$ cat config.mk
export PLATFORM = sky130hd
export DESIGN_NAME = i2c_cmd_sequencer
export DESIGN_NICKNAME = d
export VERILOG_FILES = /design/src/rtl/i2c_pkg.sv /design/src/rtl/i2c_cmd_fifo.sv /design/src/rtl/i2c_cmd_sequencer.sv
export SDC_FILE = /design/constraint.sdc
export NUM_CORES = 1
export LEC_CHECK = 0
export CAP_MARGIN = 20
export CORE_MARGIN = 5
export CORE_UTILIZATION = 54
export CTS_CLUSTER_DIAMETER = 30
export CTS_CLUSTER_SIZE = 28
export DETAILED_ROUTE_END_ITERATION = 10
export MAX_ROUTING_LAYER = met4
export PLACE_DENSITY = 0.77
export RECOVER_POWER = 50
export SYNTH_ARGS = -nofsm -noshare
export SYNTH_HDL_FRONTEND = slang
export SYNTH_SLANG_ARGS = --single-unit
export TNS_END_PERCENT = 50
$ cat constraint.sdc
create_clock -name clk -period 3.9 [get_ports clk]
set_input_delay 0.975 -clock clk [delete_from_list [all_inputs] [get_ports clk]]
set_output_delay 0.975 -clock clk [all_outputs]
set_load 0.05 [all_outputs]
$ cat src/rtl/i2c_pkg.sv
// Shared types for the I2C command sequencer: queued command word, FSM states
// and timer width.
package i2c_pkg;

    localparam int I2C_TIMEOUT_W = 16;

    typedef struct packed {
        logic [6:0] addr;
        logic       rw;
        logic [7:0] wdata;
    } i2c_cmd_t;

    typedef enum logic [2:0] {
        ST_IDLE,
        ST_ISSUE,
        ST_WAIT_BUSY,
        ST_RUN,
        ST_RESP
    } seq_state_e;

endpackage

$ cat src/rtl/i2c_cmd_fifo.sv
// Show-ahead synchronous FIFO of i2c_cmd_t. Pointers carry one extra wrap bit
// so full and empty are told apart without a separate counter.
module i2c_cmd_fifo
    import i2c_pkg::*;
#(
    parameter int DEPTH = 4
) (
    input  logic     clk,
    input  logic     rst,
    input  logic     push,
    input  logic     pop,
    input  i2c_cmd_t din,
    output i2c_cmd_t dout,
    output logic     full,
    output logic     empty
);

    localparam int AW = $clog2(DEPTH);
    localparam logic [AW:0] PTR_ONE = 1;

    logic [AW:0] wr_ptr;
    logic [AW:0] rd_ptr;
    i2c_cmd_t    mem [DEPTH];

    always_ff @(posedge clk or posedge rst) begin
        if (rst) begin
            wr_ptr <= '0;
            rd_ptr <= '0;
        end else begin
            if (push && !full) wr_ptr <= wr_ptr + PTR_ONE;
            if (pop && !empty) rd_ptr <= rd_ptr + PTR_ONE;
        end
    end

    // Storage is not reset: a flush only needs the pointers cleared.
    always_ff @(posedge clk) begin
        if (push && !full) mem[wr_ptr[AW-1:0]] <= din;
    end

    assign full  = (wr_ptr[AW] != rd_ptr[AW]) && (wr_ptr[AW-1:0] == rd_ptr[AW-1:0]);
    assign empty = (wr_ptr == rd_ptr);
    assign dout  = mem[rd_ptr[AW-1:0]];

endmodule

$ cat src/rtl/i2c_cmd_sequencer.sv
// Queues host I2C byte commands and drives them one at a time into i2c_master,
// returning one registered response (read data, NACK or timeout) per command.
module i2c_cmd_sequencer
    import i2c_pkg::*;
#(
    parameter int FIFO_DEPTH  = 4,
    parameter int TIMEOUT_CYC = 65535
) (
    input  logic       clk,
    input  logic       rst,
    input  logic       cmd_valid,
    output logic       cmd_ready,
    input  logic [6:0] cmd_addr,
    input  logic       cmd_rw,
    input  logic [7:0] cmd_wdata,
    output logic       rsp_valid,
    output logic [7:0] rsp_rdata,
    output logic       rsp_err,
    output logic       rsp_timeout,
    output logic [6:0] m_addr,
    output logic       m_rw,
    output logic [7:0] m_data_w,
    output logic       m_start,
    input  logic [7:0] m_data_out,
    input  logic       m_valid_out,
    input  logic       m_busy,
    input  logic       m_erro_addr
);

    localparam logic [I2C_TIMEOUT_W-1:0] TIMER_LAST = I2C_TIMEOUT_W'(TIMEOUT_CYC - 1);
    localparam logic [I2C_TIMEOUT_W-1:0] TIMER_ONE  = 1;

    seq_state_e                 state;
    logic [I2C_TIMEOUT_W-1:0]   timer;
    logic [7:0]                 rdata_q;
    logic                       err_q;

    i2c_cmd_t fifo_din;
    i2c_cmd_t head;
    logic     fifo_full;
    logic     fifo_empty;
    logic     fifo_pop;

    logic       timeout_hit;
    logic       err_nx;
    logic [7:0] rdata_nx;

    assign cmd_ready = !fifo_full;
    assign fifo_din  = '{addr: cmd_addr, rw: cmd_rw, wdata: cmd_wdata};
    // The head entry stays queued until its response goes out.
    assign fifo_pop  = (state == ST_RESP);

    i2c_cmd_fifo #(.DEPTH(FIFO_DEPTH)) u_fifo (
        .clk   (clk),
        .rst   (rst),
        .push  (cmd_valid),
        .pop   (fifo_pop),
        .din   (fifo_din),
        .dout  (head),
        .full  (fifo_full),
        .empty (fifo_empty)
    );

    // Timer counts from the ISSUE cycle, so the response lands TIMEOUT_CYC cycles after m_start.
    assign timeout_hit = (timer == TIMER_LAST);
    assign err_nx      = err_q | m_erro_addr;
    assign rdata_nx    = (state == ST_RUN && m_valid_out) ? m_data_out : rdata_q;

    always_ff @(posedge clk or posedge rst) begin
        if (rst) begin
            state       <= ST_IDLE;
            timer       <= '0;
            rdata_q     <= '0;
            err_q       <= 1'b0;
            rsp_valid   <= 1'b0;
            rsp_rdata   <= '0;
            rsp_err     <= 1'b0;
            rsp_timeout <= 1'b0;
            m_addr      <= '0;
            m_rw        <= 1'b0;
            m_data_w    <= '0;
            m_start     <= 1'b0;
        end else begin
            rsp_valid   <= 1'b0;
            rsp_rdata   <= '0;
            rsp_err     <= 1'b0;
            rsp_timeout <= 1'b0;
            m_start     <= 1'b0;
            case (state)
                ST_IDLE: begin
                    if (!fifo_empty && !m_busy) begin
                        state    <= ST_ISSUE;
                        m_start  <= 1'b1;
                        m_addr   <= head.addr;
                        m_rw     <= head.rw;
                        m_data_w <= head.wdata;
                        timer    <= '0;
                        rdata_q  <= '0;
                        err_q    <= 1'b0;
                    end
                end
                ST_ISSUE: begin
                    timer <= timer + TIMER_ONE;
                    state <= ST_WAIT_BUSY;
                end
                ST_WAIT_BUSY, ST_RUN: begin
                    timer   <= timer + TIMER_ONE;
                    err_q   <= err_nx;
                    rdata_q <= rdata_nx;
                    if (timeout_hit || (state == ST_WAIT_BUSY && m_erro_addr)
                        || (state == ST_RUN && !m_busy)) begin
                        state       <= ST_RESP;
                        rsp_valid   <= 1'b1;
                        rsp_err     <= err_nx;
                        rsp_timeout <= timeout_hit;
                        rsp_rdata   <= (err_nx || timeout_hit) ? 8'h00 : rdata_nx;
                    end else if (state == ST_WAIT_BUSY && m_busy) begin
                        state <= ST_RUN;
                    end
                end
                ST_RESP: state <= ST_IDLE;
                default: state <= ST_IDLE;
            endcase
        end
    end

endmodule

==> impl_metrics.prom, run 1 <==
# TYPE chip_impl_metric gauge
chip_impl_metric{name="async_flop_share",unit="%"} 49.2
chip_impl_metric{name="combinationalPowerShare",unit="%"} 32.7
chip_impl_info{name="cp_cell_sequence",value="xnor2_1 > and2_1 > nand2_1 > clkdlybuf4s50_1"} 1
chip_impl_info{name="cts_tree",value="built"} 1
chip_impl_metric{name="core_area",unit="sq um"} 9330
chip_impl_metric{name="cap_viol_max_count",unit=""} 0
chip_impl_metric{name="placementRows",unit=""} 35
chip_impl_metric{name="floorplan.die.width",unit="um"} 108
chip_impl_metric{name="detail_route.drc_violations",unit=""} 0
chip_impl_metric{name="post_synth_num_cell_types",unit=""} 47
chip_impl_metric{name="vdd_ir_drop_max",unit="uV"} 545
chip_impl_metric{name="routed_wirelength",unit="um"} 10200
chip_impl_metric{name="worst_path_largest_cell_delay",unit="ns"} 0.72
chip_impl_metric{name="wire_length_of_the_first_global_routing_pass",unit="um"} 17200
chip_impl_metric{name="syn_to_final_growth",unit="%"} 25.4
chip_impl_metric{name="grt_remaining_overflow",unit=""} 0
chip_impl_info{name="worst-setup-path-type",value="flop to primary output"} 1
chip_impl_info{name="cell_class_contributing_the_biggest_share_of_worst_path_delay",value="buffers and inverters"} 1
chip_impl_info{name="primary_flip_flop_cell_chosen_by_synthesis_mapping",value="edfxtp_1"} 1
chip_impl_metric{name="post-route-min-period",unit="ns"} 3.25
chip_impl_metric{name="routed-via-count",unit=""} 3205
chip_impl_metric{name="synth_seq_area_share",unit="%"} 66.7
chip_impl_metric{name="io_pins",unit=""} 59
chip_impl_metric{name="internal-power",unit="mW"} 3.51
chip_impl_metric{name="clk_latency",unit="ns"} 0.52
chip_impl_metric{name="timing.critical_path.buf_inv",unit=""} 1
chip_impl_metric{name="reg2reg_depth",unit=""} 4
chip_impl_metric{name="grt_max_degree",unit=""} 28
chip_impl_metric{name="cts_setup_buffers",unit=""} 0
chip_impl_metric{name="hpwl",unit="um"} 6510
chip_impl_info{name="hold_class",value="flop to flop"} 1
chip_impl_metric{name="routed_wire_length_per_instance",unit="um"} 18.0
chip_impl_metric{name="clock_power_share",unit="%"} 30.4
chip_impl_metric{name="area_used_by_multi_input_combinational_logic",unit="sq um"} 1620
chip_impl_metric{name="synth-edff-count",unit=""} 64
chip_impl_metric{name="area.sequential",unit="sq um"} 3470
chip_impl_metric{name="hold_viol_final",unit=""} 0
chip_impl_metric{name="critical_path.max_fanout",unit=""} 4
chip_impl_metric{name="cts_buffers",unit=""} 17
chip_impl_metric{name="final.setup_skew",unit="ns"} 0.0171
chip_impl_metric{name="ys_seq_elements",unit=""} 126
chip_impl_info{name="crit_slowest_cell",value="clkdlybuf4s50_1"} 1
chip_impl_metric{name="cp_num_cells",unit=""} 4
chip_impl_metric{name="finalSetupTns",unit="ns"} 0
chip_impl_metric{name="global_route.usage.total",unit="%"} 20.1
chip_impl_metric{name="detail_route.vias_per_cell",unit=""} 5.63
chip_impl_metric{name="final.fill_count",unit=""} 647
chip_impl_metric{name="ys.warnings.count",unit=""} 0
chip_impl_metric{name="die-area",unit="sq um"} 11700
chip_impl_metric{name="cts-resized-gates",unit=""} 0
chip_impl_metric{name="worst-slew-pin-transition",unit="ns"} 1.25
chip_impl_metric{name="final-instance-count-excl-fill",unit=""} 569
chip_impl_metric{name="power_density",unit="nW/um^2"} 821
chip_impl_metric{name="die_y",unit="um"} 108
chip_impl_info{name="final_common_cell",value="edfxtp_1"} 1
chip_impl_metric{name="p_seq_share",unit="%"} 36.9
chip_impl_metric{name="nNetsFinal",unit=""} 464
chip_impl_metric{name="fin_crit_share",unit="%"} 83.3
chip_impl_info{name="unrepaired_setup_endpoints_after_global_routing",value="no"} 1
chip_impl_metric{name="grt_antenna_before_repair",unit=""} 0
chip_impl_metric{name="drive_gt1_share",unit="%"} 15.9
chip_impl_metric{name="p_sw",unit="mW"} 1.85
chip_impl_metric{name="drt_iter0_markers",unit=""} 184
chip_impl_metric{name="netlist_instances",unit=""} 354
chip_impl_metric{name="grt_pass1_vias",unit=""} 3339
chip_impl_metric{name="synth.net_count",unit=""} 391
chip_impl_metric{name="slew_headroom",unit="%"} 16.7
chip_impl_metric{name="diodes",unit=""} 0
chip_impl_metric{name="clock-sinks",unit=""} 126
chip_impl_metric{name="worst_setup_hold_path_clk_slew",unit="ns"} 0.06
chip_impl_info{name="commonest_cells_after_routing_fill_and_taps_aside",value="edfxtp_1, dfrtp_1, nand2_1, clkdlybuf4s50_1, o21ai_0"} 1
chip_impl_metric{name="start_util",unit="%"} 55.8
chip_impl_info{name="clock-root-buffer",value="clkbuf_8"} 1
chip_impl_metric{name="post_synth.cell_area_avg",unit="sq um"} 14.7
chip_impl_metric{name="worst_hold_slack",unit="ns"} 0.505
chip_impl_metric{name="cp.arrival",unit="ns"} 2.27
chip_impl_metric{name="dp.cells",unit=""} 537
chip_impl_metric{name="drt_first_pass_iters",unit=""} 5
chip_impl_metric{name="drtAntennaViolNets",unit=""} 0
chip_impl_info{name="crit_path_start_kind",value="flop"} 1
chip_impl_metric{name="post_cts_hold_buffer_count",unit=""} 0
chip_impl_metric{name="routabilityCongestion",unit=""} 0.844
chip_impl_info{name="run_status",value="finished, final reports clean"} 1
chip_impl_metric{name="critPathRequiredTime",unit="ns"} 2.92
chip_impl_metric{name="total_leakage_power",unit="nW"} 2.47
chip_impl_metric{name="drv_slew",unit=""} 0
chip_impl_metric{name="htree_num_levels",unit=""} 4
chip_impl_metric{name="power.switching_fraction",unit="%"} 34.5
chip_impl_metric{name="achievable-frequency",unit="MHz"} 308
chip_impl_info{name="end_kind",value="primary output"} 1
chip_impl_metric{name="worst_hold_path.num_cells",unit=""} 1
chip_impl_metric{name="synth_area",unit="sq um"} 5210
chip_impl_metric{name="cts_buffer_depth",unit=""} 2
chip_impl_metric{name="io_buffer_count",unit=""} 58
chip_impl_metric{name="setup_viol_count_final",unit=""} 0
-- worst paths after layout --
check | startpoint | slack (ns) | endpoint
setup reg to reg | state[0] | 1.09 | m_data_w[4]
max in group asynchronous | rst | 1.24 | timer[14]
hold reg to reg | timer[14] | 0.51 | timer[14]
setup / recovery | u_fifo.wr_ptr[0] | 0.65 | cmd_ready
min in group asynchronous | rst | 1.04 | m_addr[5]
hold / removal | timer[14] | 0.51 | timer[14]
-- power by group through the flow --
stage	combinational [mW]	sequential, mW	clock, mW
detailed placement	1.77	1.99	0
global placement	1.72	1.98	0
CTS	1.79	1.98	1.65
finish	1.75	1.98	1.63
global route	1.89	2.02	1.71
floorplan	0.974	2.27	0
-- cell usage after synthesis, types with 2 or more instances --
cell / instances / area share, %
a2111oi_4: 2 / 1.1
a21oi_1: 17 / 1.6
a31oi_1: 2 / 0.24
and2_1: 6 / 0.72
and3_2: 2 / 0.29
buf_4: 2 / 0.29
buf_6: 3 / 0.65
clkbuf_1: 6 / 0.43
dfrtp_1: 62 / 30
edfxtp_1: 64 / 37
ha_1: 7 / 1.7
inv_1: 6 / 0.43
mux2_2: 17 / 3.7
mux4_1: 4 / 2.0
mux4_2: 12 / 5.2
nand2_1: 39 / 2.8
nand2b_1: 3 / 0.36
nand3_1: 14 / 1.3
nand4_1: 5 / 0.60
nor2_1: 16 / 1.2
nor3_1: 2 / 0.19
o21ai_0: 22 / 2.1
o31ai_1: 2 / 0.29
o41ai_1: 2 / 0.34
or2_2: 2 / 0.24
or3_1: 2 / 0.24
xnor2_1: 9 / 1.5
xor2_1: 5 / 0.84
-- worst reg2reg max path, cell delays in order (launching register included) --
cell       delay, ns
dfrtp_1         0.55
or2_2           0.46
a2111oi_4       0.35
clkbuf_1        0.91
mux2_2          0.42
-- routing by layer --
layer | global-route usage (%) | routed length (um) | part of all wire (%)
met3 | 5.13 | 416 | 4.1
met5 | - | 0 | 0
met1 | 25.2 | 4400 | 43
met4 | 7.66 | 101 | 0.99
met2 | 31.7 | 5330 | 52
-- area by class of cell --
cell class                 count  area share [%]
clock buffer                  19            6.46
clock inverter                13            2.89
inverter                       6           0.345
multi-input combinational    208            24.8
sequential                   126            53.2
tap                          129            2.47
timing repair buffer          68            9.87
-- through the flow --
stage / cell area [sq um] / utilization, % / setup slack (ns) / power, mW
2_1_floorplan: 5210 / - / 1.38 / 3.25
6_report: 6530 / 70.0 / 0.653 / 5.36
3_5_place_dp: 5930 / 63.6 / 0.912 / 3.77
4_1_cts: 6540 / 70.1 / 0.616 / 5.42
5_1_grt: 6530 / 70.0 / 0.551 / 5.63
3_3_place_gp: 5930 / 63.6 / 1.00 / 3.70
-- cells by family after synthesis --
family | share of synthesized area [%]
xor gates and xnor gates | 2.35
AOI/OAI and AO/OA | 6.97
buffers and inverters | 2.23
muxes | 10.9
and+or+nand+nor | 9.18
adders and majority gates | 1.68
DFF | 66.7
-- flip-flops by register name, summed over array words and instances, names as in the netlist --
signal / count
err_q: 1
m_addr: 7
m_data_w: 8
m_rw: 1
m_start: 1
rdata_q: 8
rsp_err: 1
rsp_rdata: 8
rsp_timeout: 1
rsp_valid: 1
state: 3
timer: 16
u_fifo.mem: 64
u_fifo.rd_ptr: 3
u_fifo.wr_ptr: 3
(Power assumes the default switching activity.)
==> run 2: changes to the inputs <==
==> constraint.sdc (replaced) <==
create_clock -name clk -period 3.2 [get_ports clk]
set_input_delay 0.8 -clock clk [delete_from_list [all_inputs] [get_ports clk]]
set_output_delay 0.8 -clock clk [all_outputs]
set_load 0.05 [all_outputs]
==> impl_metrics.prom, run 2 (synthesized netlist as in run 1, its figures left out) <==
# TYPE chip_impl_metric gauge
chip_impl_metric{name="post-route-min-period",unit="ns"} 2.69
chip_impl_metric{name="p_sw",unit="mW"} 2.27
chip_impl_metric{name="met1_wirelength",unit="um"} 4230
chip_impl_metric{name="reg2reg_depth",unit=""} 5
chip_impl_metric{name="core_area",unit="sq um"} 9330
chip_impl_metric{name="slew_headroom",unit="%"} 32.7
chip_impl_metric{name="internal-power",unit="mW"} 4.23
chip_impl_info{name="end_kind",value="primary output"} 1
chip_impl_metric{name="met2_length",unit="um"} 5370
chip_impl_info{name="crit_path_start_kind",value="flop"} 1
chip_impl_metric{name="largest_register_ffs",unit=""} 64
chip_impl_metric{name="fin_crit_share",unit="%"} 83.9
chip_impl_metric{name="drtAntennaViolNets",unit=""} 0
chip_impl_metric{name="detail_route.vias_per_cell",unit=""} 5.58
chip_impl_metric{name="placementRows",unit=""} 35
chip_impl_metric{name="grt_max_degree",unit=""} 36
chip_impl_info{name="final_common_cell",value="edfxtp_1"} 1
chip_impl_metric{name="post_cts_hold_buffer_count",unit=""} 0
chip_impl_metric{name="clock-sinks",unit=""} 126
chip_impl_metric{name="worst_setup_hold_path_clk_slew",unit="ns"} 0.06
chip_impl_info{name="cts_tree",value="built"} 1
chip_impl_metric{name="final.setup_skew",unit="ns"} 0.0103
chip_impl_metric{name="routed_wirelength",unit="um"} 10200
chip_impl_info{name="topRoutingLayerUsed",value="met4"} 1
chip_impl_metric{name="io_buffer_count",unit=""} 58
chip_impl_metric{name="critPathRequiredTime",unit="ns"} 2.40
chip_impl_metric{name="floorplan.die.width",unit="um"} 108
chip_impl_info{name="worstReg2RegStart",value="u_fifo.wr_ptr[0]"} 1
chip_impl_metric{name="global_route.usage.total",unit="%"} 19.8
chip_impl_metric{name="worst-slew-pin-transition",unit="ns"} 1.01
chip_impl_metric{name="io_pins",unit=""} 59
chip_impl_metric{name="grt_pass1_vias",unit=""} 3408
chip_impl_metric{name="cts_buffer_depth",unit=""} 2
chip_impl_info{name="commonest_cells_after_routing_fill_and_taps_aside",value="edfxtp_1, dfrtp_1, nand2_1, clkdlybuf4s50_1, o21ai_0"} 1
chip_impl_metric{name="htree_num_levels",unit=""} 4
chip_impl_metric{name="grt_antenna_before_repair",unit=""} 0
chip_impl_info{name="hold_class",value="flop to flop"} 1
chip_impl_metric{name="finalSetupTns",unit="ns"} 0
chip_impl_metric{name="hold_viol_final",unit=""} 0
chip_impl_metric{name="diodes",unit=""} 0
chip_impl_info{name="whs_endpoint",value="timer[14]"} 1
chip_impl_metric{name="clk_latency",unit="ns"} 0.51
chip_impl_metric{name="die-area",unit="sq um"} 11700
chip_impl_metric{name="post_place_setup_slack",unit="ns"} 0.571
chip_impl_metric{name="cap_viol_max_count",unit=""} 0
chip_impl_metric{name="drive_gt1_share",unit="%"} 17.8
chip_impl_metric{name="cts_setup_buffers",unit=""} 0
chip_impl_metric{name="p_seq_share",unit="%"} 37.1
chip_impl_metric{name="dr_wl_met3",unit="um"} 483
chip_impl_info{name="cp-startpoint",value="u_fifo.wr_ptr[0]"} 1
chip_impl_metric{name="critical_path.max_fanout",unit=""} 4
chip_impl_metric{name="worst_hold_slack",unit="ns"} 0.489
chip_impl_metric{name="setup_viol_count_final",unit=""} 0
chip_impl_metric{name="hpwl",unit="um"} 6240
chip_impl_metric{name="power_density",unit="nW/um^2"} 996
chip_impl_metric{name="detail_route.drc_violations",unit=""} 0
chip_impl_metric{name="nNetsFinal",unit=""} 463
chip_impl_metric{name="total_leakage_power",unit="nW"} 2.47
chip_impl_metric{name="power.switching_fraction",unit="%"} 34.9
chip_impl_info{name="worst-setup-path-type",value="flop to primary output"} 1
chip_impl_metric{name="cts-resized-gates",unit=""} 0
chip_impl_metric{name="achievable-frequency",unit="MHz"} 372
chip_impl_info{name="unrepaired_setup_endpoints_after_global_routing",value="no"} 1
chip_impl_metric{name="start_util",unit="%"} 55.8
chip_impl_info{name="min-delay-start",value="timer[14]"} 1
chip_impl_metric{name="cts_buffers",unit=""} 17
chip_impl_metric{name="drt_first_pass_iters",unit=""} 4
chip_impl_metric{name="clock_power_share",unit="%"} 29.7
chip_impl_info{name="run_status",value="finished, final reports clean"} 1
chip_impl_metric{name="combinationalPowerShare",unit="%"} 33.2
chip_impl_metric{name="r2r_slack",unit="ns"} 0.85
chip_impl_metric{name="die_y",unit="um"} 108
chip_impl_metric{name="worst_hold_path.num_cells",unit=""} 1
chip_impl_metric{name="routed_wire_length_per_instance",unit="um"} 18.0
chip_impl_metric{name="drv_slew",unit=""} 0
chip_impl_metric{name="cp.arrival",unit="ns"} 1.89
chip_impl_metric{name="postLayoutSetupSlackWorst",unit="ns"} 0.514
chip_impl_metric{name="syn_to_final_growth",unit="%"} 25.4
chip_impl_metric{name="routabilityCongestion",unit=""} 0.891
chip_impl_metric{name="final.fill_count",unit=""} 618
chip_impl_metric{name="vdd_ir_drop_max",unit="uV"} 702
chip_impl_info{name="worstReg2RegEnd",value="u_fifo.mem[1][8]"} 1
chip_impl_metric{name="routed-via-count",unit=""} 3171
chip_impl_info{name="clock-root-buffer",value="clkbuf_8"} 1
chip_impl_metric{name="grt_remaining_overflow",unit=""} 0
chip_impl_metric{name="wire_length_of_the_first_global_routing_pass",unit="um"} 17100
chip_impl_metric{name="drt_iter0_markers",unit=""} 208
run 2: per-stage QoR:
stage / power (mW) / cell area (sq um) / std cells / util, %
2_1_floorplan: 3.96 / 5210 / 354 / -
3_5_place_dp: 4.60 / 5950 / 536 / 63.7
6_report: 6.50 / 6530 / 568 / 70.0
3_3_place_gp: 4.53 / 5950 / 536 / 63.7
4_1_cts: 6.58 / 6540 / 568 / 70.2
5_1_grt: 6.83 / 6530 / 568 / 70.0
run 2: final cells by class:
class / instances / area, sq um / area share [%]
repair buffers: 67 / 656 / 10.0
well taps: 129 / 161 / 2.47
inverters: 6 / 22.5 / 0.345
flip-flops and latches: 126 / 3470 / 53.2
clock buffers: 17 / 414 / 6.34
clock inverters: 15 / 184 / 2.82
multi-input cells: 208 / 1620 / 24.8
run 2: power by group through the flow:
| stage | Combinational, mW | Clock, mW | Sequential (mW) |
|---|---|---|---|
| 6_report | 2.16 | 1.93 | 2.41 |
| 4_1_cts | 2.20 | 1.97 | 2.41 |
| 3_3_place_gp | 2.12 | 0 | 2.41 |
| 3_5_place_dp | 2.17 | 0 | 2.43 |
| 2_1_floorplan | 1.19 | 0 | 2.77 |
| 5_1_grt | 2.33 | 2.03 | 2.46 |
run 2: how the worst max path moves through the flow:
stage,depth (start not counted),endpoint,slack (ns)
2_1_floorplan,1,err_q,0.86
3_3_place_gp,5,timer[13],0.57
3_5_place_dp,5,timer[15],0.57
4_1_cts,4,cmd_ready,0.59
5_1_grt,3,timer[10],0.35
6_report,4,cmd_ready,0.51
run 2: critical path, stage by stage (launching register included):
cell	delay (ns)
dfrtp_1	0.43
xnor2_1	0.28
and2_0	0.33
nand2_1	0.18
buf_12	0.18
run 2: layer usage:
layer	vias to the layer above	track usage (%)
met1	1585	23.5
met2	101	33.2
met5	-	-
met3	19	4.72
li1	1466	-
met4	0	7.39
